### src/rtl/spi_frame_pkg.sv
// spi_frame_pkg: shared state encoding, error codes and sync default for the SPI frame controller.
package spi_frame_pkg;
  typedef enum logic [2:0] {S_HUNT, S_ADDR, S_LEN, S_DATA, S_CSUM, S_COMMIT} state_t;
  localparam logic [1:0] ERR_LEN = 2'd1;
  localparam logic [1:0] ERR_CSUM = 2'd2;
  localparam logic [1:0] ERR_TIMEOUT = 2'd3;
  localparam logic [7:0] SYNC_DEFAULT = 8'hA5;
endpackage

### src/rtl/spi_frame_buf.sv
// spi_frame_buf: DEPTH x 8 payload buffer, one synchronous write port, one asynchronous read port.
module spi_frame_buf #(
  parameter int DEPTH = 16,
  localparam int AW = DEPTH > 1 ? $clog2(DEPTH) : 1
) (
  input  logic          clk,
  input  logic          wr_en,
  input  logic [AW-1:0] wr_addr,
  input  logic [7:0]    wr_data,
  input  logic [AW-1:0] rd_addr,
  output logic [7:0]    rd_data
);
  logic [7:0] mem [DEPTH];
  always_ff @(posedge clk)
    if (wr_en) mem[wr_addr] <= wr_data;
  assign rd_data = mem[rd_addr];
endmodule

### src/rtl/spi_frame_ctrl.sv
// spi_frame_ctrl: parses SYNC/ADDR/LEN/payload frames from an RX FIFO into register writes.
// Define SPI_FRAME_CSUM_EN to buffer the payload and commit it only after a matching XOR checksum byte.
module spi_frame_ctrl
  import spi_frame_pkg::*;
#(
  parameter int MAX_LEN = 16,
  parameter int TIMEOUT_CYCLES = 100000,
  parameter logic [7:0] SYNC_BYTE = SYNC_DEFAULT
) (
  input  logic       clk,
  input  logic       rst,
  input  logic       fifo_empty,
  input  logic [7:0] fifo_q,
  output logic       fifo_rd_en,
  output logic       reg_wr_en,
  output logic [7:0] reg_addr,
  output logic [7:0] reg_wdata,
  output logic       frame_ok,
  output logic       frame_err,
  output logic [1:0] err_code
);
  localparam int TW = $clog2(TIMEOUT_CYCLES + 1);
  localparam logic [7:0] MAX_L = 8'(MAX_LEN);
  state_t state;
  logic pend;
  logic [7:0] base, len, idx;
  logic [TW-1:0] tcnt;
  logic to_hit;
  // pend marks the cycle fifo_q carries the byte popped one cycle earlier
  assign fifo_rd_en = rst && !fifo_empty && state != S_COMMIT && !pend;
  assign to_hit = !pend && (state inside {S_ADDR, S_LEN, S_DATA, S_CSUM}) && tcnt == TW'(TIMEOUT_CYCLES - 1);
`ifdef SPI_FRAME_CSUM_EN
  localparam int AW = MAX_LEN > 1 ? $clog2(MAX_LEN) : 1;
  logic [7:0] csum, rd_data;
  spi_frame_buf #(.DEPTH(MAX_LEN)) u_buf (
    .clk(clk),
    .wr_en(pend && state == S_DATA),
    .wr_addr(idx[AW-1:0]),
    .wr_data(fifo_q),
    .rd_addr(idx[AW-1:0]),
    .rd_data(rd_data)
  );
`endif
  always_ff @(posedge clk) begin
    if (!rst) begin
      state <= S_HUNT;
      pend <= 1'b0;
      base <= '0;
      len <= '0;
      idx <= '0;
      tcnt <= '0;
      reg_wr_en <= 1'b0;
      reg_addr <= '0;
      reg_wdata <= '0;
      frame_ok <= 1'b0;
      frame_err <= 1'b0;
      err_code <= '0;
`ifdef SPI_FRAME_CSUM_EN
      csum <= '0;
`endif
    end else begin
      pend <= fifo_rd_en;
      reg_wr_en <= 1'b0;
      frame_ok <= 1'b0;
      frame_err <= 1'b0;
      tcnt <= (pend || state == S_HUNT || state == S_COMMIT) ? '0 : tcnt + TW'(1);
      if (to_hit) begin
        state <= S_HUNT;
        frame_err <= 1'b1;
        err_code <= ERR_TIMEOUT;
`ifdef SPI_FRAME_CSUM_EN
      end else if (state == S_COMMIT) begin
        if (idx == len) begin
          frame_ok <= 1'b1;
          state <= S_HUNT;
        end else begin
          reg_wr_en <= 1'b1;
          reg_addr <= base + idx;
          reg_wdata <= rd_data;
          idx <= idx + 8'd1;
        end
`endif
      end else if (pend) begin
        case (state)
          S_HUNT: state <= fifo_q == SYNC_BYTE ? S_ADDR : S_HUNT;
          S_ADDR: begin
            base <= fifo_q;
            state <= S_LEN;
`ifdef SPI_FRAME_CSUM_EN
            csum <= fifo_q;
`endif
          end
          S_LEN: begin
            if (fifo_q == 8'd0 || fifo_q > MAX_L) begin
              frame_err <= 1'b1;
              err_code <= ERR_LEN;
              state <= S_HUNT;
            end else begin
              len <= fifo_q;
              idx <= '0;
              state <= S_DATA;
            end
`ifdef SPI_FRAME_CSUM_EN
            csum <= csum ^ fifo_q;
`endif
          end
          S_DATA: begin
            idx <= idx + 8'd1;
`ifdef SPI_FRAME_CSUM_EN
            csum <= csum ^ fifo_q;
            if (idx == len - 8'd1) state <= S_CSUM;
`else
            reg_wr_en <= 1'b1;
            reg_addr <= base + idx;
            reg_wdata <= fifo_q;
            if (idx == len - 8'd1) begin
              frame_ok <= 1'b1;
              state <= S_HUNT;
            end
`endif
          end
`ifdef SPI_FRAME_CSUM_EN
          S_CSUM: begin
            if (fifo_q == csum) begin
              idx <= '0;
              state <= S_COMMIT;
            end else begin
              frame_err <= 1'b1;
              err_code <= ERR_CSUM;
              state <= S_HUNT;
            end
          end
`endif
          default: state <= S_HUNT;
        endcase
      end
    end
  end
endmodule

### config.mk
export PLATFORM = sky130hd
export DESIGN_NAME = spi_frame_ctrl
export DESIGN_NICKNAME = d
export VERILOG_FILES = /design/src/rtl/spi_frame_pkg.sv /design/src/rtl/spi_frame_buf.sv /design/src/rtl/spi_frame_ctrl.sv
export SDC_FILE = /design/constraint.sdc
export NUM_CORES = 1
export LEC_CHECK = 0
export CORE_MARGIN = 2
export CORE_UTILIZATION = 56
export CTS_CLUSTER_DIAMETER = 80
export DETAILED_ROUTE_END_ITERATION = 10
export PLACE_DENSITY_LB_ADDON = 0.05
export SLEW_MARGIN = 20
export SYNTH_ARGS = -nofsm -noshare
export SYNTH_HDL_FRONTEND = slang
export SYNTH_HIERARCHICAL = 1
export SYNTH_SLANG_ARGS = --single-unit
export TNS_END_PERCENT = 30
### constraint.sdc
create_clock -name clk -period 2.7 [get_ports clk]
set_input_delay 0.54 -clock clk [delete_from_list [all_inputs] [get_ports clk]]
set_output_delay 0.54 -clock clk [all_outputs]
set_load 0.005 [all_outputs]
==> results of run 1 <==
-- tightest hold or removal path, delay by kind of cell, from the launching register on --
kind | cells | cell delay [ps]
flops | 1 | 310
compound gates | 1 | 50
simple gates | 1 | 50
-- path summary, 6_finish.rpt --
path	startpoint	depth (start not counted)	slack (ps)	end
worst min register to register	reg_addr[3]$_SDFFE_PN0P_	2	450	reg_addr[3]$_SDFFE_PN0P_
worst max-delay path	rst	4	340	fifo_rd_en
worst min-delay path	reg_addr[3]$_SDFFE_PN0P_	2	450	reg_addr[3]$_SDFFE_PN0P_
worst max register to register	base[0]$_SDFFE_PN0P_	9	450	reg_addr[6]$_SDFFE_PN0P_
-- cell usage in the layout, fill, tap and decap left out, types with 11 or more instances in the layout --
cell | Yosys | layout
xnor2_1 | 15 | 15
inv_1 | 14 | 14
nand2_1 | 49 | 49
a21oi_1 | 28 | 28
dfxtp_1 | 65 | 65
nand3_1 | 26 | 26
clkbuf_8 | 0 | 11
xor2_1 | 18 | 18
nor2_1 | 46 | 46
buf_4 | 0 | 13
clkdlybuf4s50_1 | 0 | 32
-- logic make-up after synthesis --
group                      Yosys count
and+or+nand+nor                    167
muxes                                5
adders and majority gates           11
DFF                                 65
buffers and inverters               28
AOI/OAI and AO/OA                   54
xor gates and xnor gates            34
-- flip-flops by register name, indices dropped and copies added, names as in the netlist, 2 cells and up --
register and count:
base 8, state 2, tcnt 17, err_code 2
idx 8, len 8, reg_wdata 8, reg_addr 8
-- routing by layer --
metal  up-vias  wire (µm)  GRT usage (%)
met2        53       3378          42.93
met3        13        283          6.512
met4         0        145          11.07
li1       1336          -              -
met1      1227       3072          29.42
met5         -          0              0
-- per-stage QoR --
step	worst slack (ps)	instances	cell area, µm²	power, mW	hold slack (ps)
after floorplan	614.5	364	3052	1.005	425.8
after global placement	200.5	465	3498	1.044	439.5
after detailed placement	128.4	465	3498	1.045	446.5
after CTS	332.9	479	3661	1.742	453.8
after global routing	160.5	479	3665	1.792	479.0
final	337.1	479	3665	1.732	451.1
-- power breakdown --
part / total (mW) / internal (mW) / switching (mW) / leakage, nW
Clock: 0.707 / 0.375 / 0.333 / 0.0826
Combinational: 0.0619 / 0.0278 / 0.0342 / 0.719
Sequential: 0.963 / 0.960 / 0.00292 / 0.523
-- cell type report --
type / instances / area (µm²) / area share [%]
clock buffer: 14 / 162.7 / 4.438
inverter: 14 / 52.55 / 1.434
timing repair buffer: 45 / 417.9 / 11.40
multi-input combinational: 271 / 1643 / 44.83
tap: 70 / 87.58 / 2.390
sequential: 65 / 1301 / 35.51
==> reports/results.tsv, run 1 <==
stage	metric	value	unit
status	status	finished clean	
floorplanning	die_w	77.82	µm
critical_path	slowest_stage	clkdlybuf4s50_1	
sta	rsz0062_at_grt	false	
critical_path	crit_buf_inv	2	
synthesis	synth_fp_nets	386	
finish	fillers	415	
synthesis	ys_ff_latch	65	
sta	finalSetupTns	0	ps
synthesis	synth_xor_area_share	10.00	%
clock_network	cts_resized	0	
route	drc	0	
sta	final-setup-viol-count	0	
critical_path	crit_path_max_incr_delay	530	ps
place	io_buffers	32	
floorplanning	die-area	6056	µm²
synthesis	synth-adder-area-share	4.756	%
floorplanning	die_height	77.82	µm
synthesis	synth-async-reset-ratio	0	%
synthesis	synth.area.top_cells	dfxtp_1 43%, nand2_1 6.0%, nor2_1 5.7%, xor2_1 5.2%, a21oi_1 4.6%	
critical_path	endpoint_kind	output pin	
clock_network	holdBufCountCts	0	
synthesis	yosysMostFrequentCell	dfxtp_1	
synthesis	synth_compound_area_share	10.66	%
finish	fin_nets	428	
route	first_pass_iters	4	
clock_network	cts_tree	yes	
sta	worst_pin_slew	669.8	ps
route	ant_nets	0	
clock_network	clockBufferDepth	2	
route	vias	2629	
route	drtIter0Drc	116	
sta	slew_viol_final	0	
floorplanning	start_util	59.00	%
clock_network	postCtsSetupBuffers	0	
sta	finClkSkew	6.134	ps
synthesis	ys.flop_type	dfxtp_1	
clock_network	cts.htree.levels	3	
power_and_ir_drop	ir_drop	0.3183	mV
floorplanning	row_count	26	
sta	fmax	423.2	MHz
job	drv_cap	0	
synthesis	ys_types	46	
place	place.gp.congestion	0.8511	
synthesis	syn_area	3052	µm²
critical_path	timing.critical_path.arrival	1820	ps
finish	final_util	70.85	%
global_routing	grt_use_total	25.09	%
synthesis	synthTopCellsByCount	65 x dfxtp_1, 49 x nand2_1, 46 x nor2_1	
floorplanning	core-area	5172	µm²
clock_network	cts_buffers	9	
critical_path	path_delay_family	buffers and inverters	
synthesis	synthSimpleGateAreaFrac	26.65	%
synthesis	netlist_instances	364	
global_routing	first_global_vias	2665	
synthesis	synth_top_family_by_area	simple AND/OR/NAND/NOR gates	
critical_path	required	2160	ps
sta	fin_crit_sh	87.51	%
synthesis	synth_warnings	6	
critical_path	path_common_cell	clkdlybuf4s50_1	
global_routing	grt_pass1_wl	11.96	mm
sta	fin_crit	2363	ps
global_routing	grt_max_degree	20	
route	routed_wl	6.879	mm
synthesis	synth.yosys.seq_area_share	42.64	%
synthesis	synth_top_area_share	42.64	%
finish	area_delta_synth_final	20.09	%
clock_network	clk_root_buffer_cell	clkbuf_8	
synthesis	synth-edff-count	0	
power_and_ir_drop	powerDensity	472.6	nW/µm²
finish	drive_above_1_share	8.068	%
clock_network	clkLatencyLatePin	330	ps
critical_path	crit_chain	clkdlybuf4s50_1 > nand2b_1 > nor2_1 > clkdlybuf4s50_1	
clock_network	clock-sinks	65	
min_path	hold_class	flop to flop	
synthesis	synth_mux_area_share	1.640	%
floorplanning	io-pin-count	33	
sta	relSlewSlack	55.28	%
critical_path	crit_type	primary input to output pin	
synthesis	synth_top_area_cell	dfxtp_1	
power_and_ir_drop	leakage	1.325	nW
route	vias_per_cell	5.489	
critical_path	path_max_fanout	3	
synthesis	synth.avg_cell_area	8.384	µm²
global_routing	antenna_found_initial	0	
clock_network	clk_pin_slew_worst_paths	70	ps
critical_path	cp-start-kind	primary input	
global_routing	overflow	0	
sta	hold_violations	0	
route	wire_per_inst	14.36	µm
finish	antenna_cells	0	
place	dp_hpwl	5.112	mm
(Power assumes the default switching activity.)
==> run 2, diff against run 1 <==
- PLACE_DENSITY: not set -> 0.88
- PLACE_DENSITY_LB_ADDON: 0.05 -> not set
==> reports/results.tsv, run 2 (synthesized netlist as in run 1, its figures left out) <==
stage	metric	value	unit	change
global_routing	grt_max_degree	20		unchanged
critical_path	cp-start-kind	primary input		
clock_network	cts_buffers	9		unchanged
critical_path	path_delay_family	buffers and inverters		
route	routed_wl	7.014	mm	+2.0%
clock_network	cts.htree.levels	3		unchanged
power_and_ir_drop	leakage	1.330	nW	+0.39%
route	vias	2654		+0.95%
route	ant_nets	0		unchanged
global_routing	overflow	0		unchanged
clock_network	cts_resized	0		unchanged
sta	fin_crit_sh	89.66	%	+2.1 points
job	drv_cap	0		unchanged
sta	final-setup-viol-count	0		unchanged
route	drtIter0Drc	221		+91%
finish	layout_commonest_cell	dfxtp_1		
global_routing	grt_pass1_wl	11.82	mm	-1.2%
critical_path	path_max_fanout	4		+1
route	drc	0		unchanged
critical_path	crit_type	primary input to output pin		
clock_network	clk_pin_slew_worst_paths	70	ps	about the same
critical_path	crit_chain	clkdlybuf4s50_1 > nand2b_1 > nor2_1 > clkdlybuf4s50_1		
global_routing	antenna_found_initial	0		unchanged
place	place.gp.congestion	0.9001		+5.8%
sta	finClkSkew	10.08	ps	+3.949 ps
sta	fin_crit	2421	ps	+57.83 ps
clock_network	clock-sinks	65		unchanged
finish	drive_above_1_share	7.635	%	-0.43 points
place	io_buffers	32		unchanged
finish	final_util	71.19	%	+0.34 points
floorplanning	row_count	26		unchanged
finish	antenna_cells	0		unchanged
floorplanning	io-pin-count	33		unchanged
power_and_ir_drop	ir_drop	0.6048	mV	+90%
sta	fmax	413.1	MHz	-2.4%
sta	relSlewSlack	56.24	%	+0.95 points
critical_path	endpoint_kind	output pin		
route	vias_per_cell	5.576		+1.6%
power_and_ir_drop	powerDensity	516.9	nW/µm²	+9.4%
clock_network	clk_root_buffer_cell	clkbuf_8		
min_path	hold_class	flop to flop		
sta	finalSetupTns	0	ps	unchanged
route	wire_per_inst	14.74	µm	+2.6%
finish	mostFrequentLayoutCells	65 x dfxtp_1, 49 x nand2_1, 46 x nor2_1, 32 x clkdlybuf4s50_1, 28 x a21oi_1		
sta	hold_violations	0		unchanged
critical_path	crit_path_max_incr_delay	580	ps	+50 ps
finish	area_delta_synth_final	20.66	%	
floorplanning	die_height	77.82	µm	unchanged
critical_path	timing.critical_path.arrival	1880	ps	+60 ps
place	dp_hpwl	5.006	mm	-2.1%
status	status	finished clean		
floorplanning	die_w	77.82	µm	unchanged
sta	rsz0062_at_grt	false		
clock_network	clkLatencyLatePin	330	ps	about the same
clock_network	postCtsSetupBuffers	0		unchanged
sta	worst_pin_slew	656.0	ps	-13.84 ps
clock_network	cts_tree	yes		
floorplanning	core-area	5172	µm²	unchanged
critical_path	crit_buf_inv	2		unchanged
finish	top_register	tcnt		
global_routing	first_global_vias	2684		+0.71%
sta	slew_viol_final	0		unchanged
floorplanning	start_util	59.00	%	unchanged
clock_network	clockBufferDepth	2		unchanged
finish	largest_reg_flops	17		unchanged
critical_path	path_common_cell	clkdlybuf4s50_1		
critical_path	required	2160	ps	about the same
global_routing	grt_use_total	24.60	%	-0.49 points
route	first_pass_iters	4		unchanged
critical_path	slowest_stage	clkdlybuf4s50_1		
clock_network	holdBufCountCts	0		unchanged
floorplanning	die-area	6056	µm²	unchanged
finish	fin_nets	424		-0.93%
==> run 2: cell types whose count changed in the layout (fill, tap and decap cells not counted) <==
cell,delta
buf_4,-4
bufinv_16,+2
clkbuf_1,-1
clkbuf_8,-1
clkinv_2,+1
==> run 2: report_power, final <==
part           switching (mW)  total, mW  internal [mW]
Combinational          0.0322     0.0568         0.0245
Sequential            0.00267      0.962          0.959
Clock                   0.345      0.884          0.539
Total                   0.380       1.90           1.52
==> run 2: final timing paths <==
path / startpoint / to / slack (ps) / cells past startpoint
setup / recovery: rst / fifo_rd_en / 280 / 4
hold / removal: reg_addr[2]$_SDFFE_PN0P_ / reg_addr[2]$_SDFFE_PN0P_ / 450 / 2
setup reg to reg: base[0]$_SDFFE_PN0P_ / reg_addr[6]$_SDFFE_PN0P_ / 420 / 9
hold reg to reg: reg_addr[2]$_SDFFE_PN0P_ / reg_addr[2]$_SDFFE_PN0P_ / 450 / 2
==> run 2: layout make-up <==
cell class,instances,area (µm²)
inverter,14,52.55
tap,70,87.58
fill,383,1490
clock inverter,3,65.06
timing repair buffer,41,387.9
clock buffer,12,145.1
sequential,65,1301
multi-input combinational,271,1643
==> run 2: worst register-to-register path: cells and delay by family (launching register included) <==
kind	cells	cell delay (ps)
flip-flops	1	340
buffers and inverters	1	60
adder cells (fa/ha/maj)	2	600
AND/OR/NAND/NOR	1	130
AO/OA/AOI/OAI	5	1090
==> run 2: metal layers <==
metal | part of all wire, % | vias to the layer above | track usage (%)
met5 | 0 | - | 0
met4 | 2.2 | 0 | 12.68
met3 | 5.6 | 17 | 5.465
met2 | 48 | 85 | 40.43
met1 | 44 | 1229 | 30.10
li1 | - | 1323 | -
==> run 2: per-stage QoR <==
stage | cells | hold WS, ps | setup slack (ps) | area, µm² | power (mW)
6_report | 476 | 454.4 | 279.3 | 3682 | 1.903
5_1_grt | 476 | 484.7 | 164.2 | 3682 | 1.958
3_3_place_gp | 461 | 438.9 | 151.3 | 3468 | 1.038
3_5_place_dp | 461 | 447.2 | 101.1 | 3468 | 1.039
4_1_cts | 476 | 454.6 | 271.7 | 3679 | 1.914
2_1_floorplan | 364 | 425.8 | 614.5 | 3052 | 1.005
==> run 3, diff against run 2 <==
- CORE_ASPECT_RATIO: not set -> 1.1
- CORE_UTILIZATION: 56 -> 60
- PLACE_DENSITY: 0.88 -> 0.93
- clock period: 2.7 -> 3.14 ns (I/O delays scaled with it)
==> reports/results.tsv, run 3 (synthesized netlist as in run 1, its figures left out) <==
stage	metric	value	unit	change
critical_path	crit_chain	ha_1 > inv_1 > fa_1 > nor2b_1 > o21ai_0 > a21boi_0 > o21ai_0 > a2111oi_0 > a311o_1		
route	ant_nets	0		unchanged
job	drv_cap	0		unchanged
sta	finalSetupTns	0	ps	unchanged
route	vias_per_cell	5.998		+7.6%
power_and_ir_drop	ir_drop	0.3681	mV	-39%
floorplanning	die_height	78.80	µm	+1.3%
place	io_buffers	32		unchanged
finish	drive_above_1_share	6.484	%	-1.2 points
global_routing	first_global_vias	2593		-3.4%
route	drtIter0Drc	214		-3.2%
place	place_area	3408	µm²	-1.7%
clock_network	cts.htree.levels	3		unchanged
floorplanning	die_w	72	µm	-7.5%
sta	relSlewSlack	47.69	%	-8.6 points
status	status	finished clean		
floorplanning	core-area	4966	µm²	-4.0%
route	routed_wl	7.284	mm	+3.8%
finish	antenna_cells	0		unchanged
route	first_pass_iters	5		+1
global_routing	grt_pass1_wl	11.65	mm	-1.5%
clock_network	cts_tree	yes		
sta	fin_crit	2513	ps	
clock_network	cts_resized	0		unchanged
place	dp_hpwl	4.886	mm	-2.4%
finish	fin_nets	418		-1.4%
finish	fillers	343		-10%
clock_network	clk_pin_slew_worst_paths	70	ps	about the same
critical_path	r2r_cells	9		unchanged
sta	rsz0062_at_grt	false		
min_path	hold_end	reg_addr[3]$_SDFFE_PN0P_		
min_path	min_from	reg_addr[3]$_SDFFE_PN0P_		
critical_path	crit_path_max_incr_delay	490	ps	-90 ps
place	dp.cells	443		-3.9%
clock_network	clock-sinks	65		unchanged
critical_path	required	3440	ps	+1280 ps
global_routing	grt_max_degree	22		+10%
clock_network	cts_buffers	9		unchanged
critical_path	crit_type	flop to flop		
critical_path	reg2reg_setup_slack	630	ps	+210 ps
power_and_ir_drop	leakage	1.300	nW	-2.3%
finish	fin_cells	459		-3.6%
route	vias	2753		+3.7%
min_path	holdPathStages	2		unchanged
critical_path	slowest_stage	dfxtp_1		
sta	fmax	397.9	MHz	
sta	hold_violations	0		unchanged
sta	slew_viol_final	0		unchanged
power_and_ir_drop	powerDensity	446.2	nW/µm²	-14%
place	place.gp.congestion	0.8488		-5.7%
critical_path	cp-start-kind	flop		
clock_network	holdBufCountCts	0		unchanged
finish	mostFrequentLayoutCells	65 x dfxtp_1, 49 x nand2_1, 46 x nor2_1, 32 x clkdlybuf4s50_1, 28 x a21oi_1		
floorplanning	io-pin-count	33		unchanged
critical_path	timing.critical_path.arrival	2810	ps	+930 ps
global_routing	overflow	0		unchanged
sta	final-setup-viol-count	0		unchanged
sta	fin_crit_sh	80.03	%	
power_and_ir_drop	total_power	1.615	mW	-15%
finish	fin_area	3620	µm²	-1.7%
finish	layout_commonest_cell	dfxtp_1		
floorplanning	die-area	5674	µm²	-6.3%
route	wire_per_inst	15.87	µm	+7.7%
clock_network	clockBufferDepth	2		unchanged
sta	finClkSkew	6.388	ps	-3.694 ps
finish	top_register	tcnt		
clock_network	postCtsSetupBuffers	0		unchanged
critical_path	r2r_start	idx[0]$_SDFFE_PN0P_		
critical_path	r2r-end	reg_addr[6]$_SDFFE_PN0P_		
floorplanning	row_count	27		+3.8%
critical_path	endpoint_kind	flop		
route	drc	0		unchanged
finish	area_delta_synth_final	18.61	%	
sta	worst_pin_slew	784.7	ps	+128.7 ps
global_routing	antenna_found_initial	0		unchanged
global_routing	grt_use_total	26.61	%	+2.0 points
critical_path	path_common_cell	o21ai_0		
floorplanning	start_util	61.45	%	+2.5 points
clock_network	clkLatencyLatePin	350	ps	+20 ps
finish	largest_reg_flops	17		unchanged
min_path	hold_class	flop to flop		
critical_path	path_max_fanout	7		+3
clock_network	clk_root_buffer_cell	clkbuf_8		
-- run 3: cell types whose count changed in the layout (fill, tap and decap cells not counted), sizes merged --
| cell | delta |
|---|---|
| clkbuf | +2 |
| buf | -6 |
| bufinv | -1 |
-- run 3: metal layers --
layer / track usage, % / part of all wire, % / wire length (µm)
met4: 15.66 / 2.7 / 199
met5: 0 / 0 / 0
met1: 31.56 / 41 / 2984
met2: 42.22 / 50 / 3609
met3: 8.122 / 6.7 / 491
-- run 3: worst max-delay path: cells and delay by family (launching register included) --
kind	cells	cell delay, ps
AO/OA/AOI/OAI	5	1100
adder cells (fa/ha/maj)	2	670
buffers and inverters	1	70
flip-flops	1	490
AND/OR/NAND/NOR	1	120
-- run 3: through the flow --
stage,util (%),hold WS (ps),setup slack (ps)
after floorplan,-,425.8,1055
after global placement,68.63,438.5,495.3
after detailed placement,68.63,445.3,397.6
after CTS,72.81,454.8,632.9
after global routing,72.89,467.6,404.5
final,72.89,449.6,627.0
-- run 3: layout make-up --
cell class	count	area, µm²	area share [%]
Inverter	14	52.55	1.452
Tap cell	58	72.57	2.005
Sequential cell	65	1301	35.95
Timing Repair Buffer	35	342.8	9.471
Clock inverter	2	35.03	0.9679
Clock buffer	14	172.7	4.770
Multi-Input combinational cell	271	1643	45.39
-- run 3: worst max-delay path by stage --
stage / from / to / slack (ps)
3_5_place_dp: fifo_q[1] / idx[7]$_SDFFE_PN0P_ / 400
2_1_floorplan: idx[0]$_SDFFE_PN0P_ / reg_addr[6]$_SDFFE_PN0P_ / 1050
5_1_grt: idx[0]$_SDFFE_PN0P_ / reg_addr[6]$_SDFFE_PN0P_ / 400
6_report: idx[0]$_SDFFE_PN0P_ / reg_addr[6]$_SDFFE_PN0P_ / 630
4_1_cts: rst / fifo_rd_en / 630
3_3_place_gp: fifo_q[1] / idx[7]$_SDFFE_PN0P_ / 500
-- run 3: power breakdown --
group,internal (mW),switching [mW],leakage [nW]
Combinational,0.0194,0.0276,0.669
Clock,0.431,0.309,0.107
Sequential,0.825,0.00251,0.523
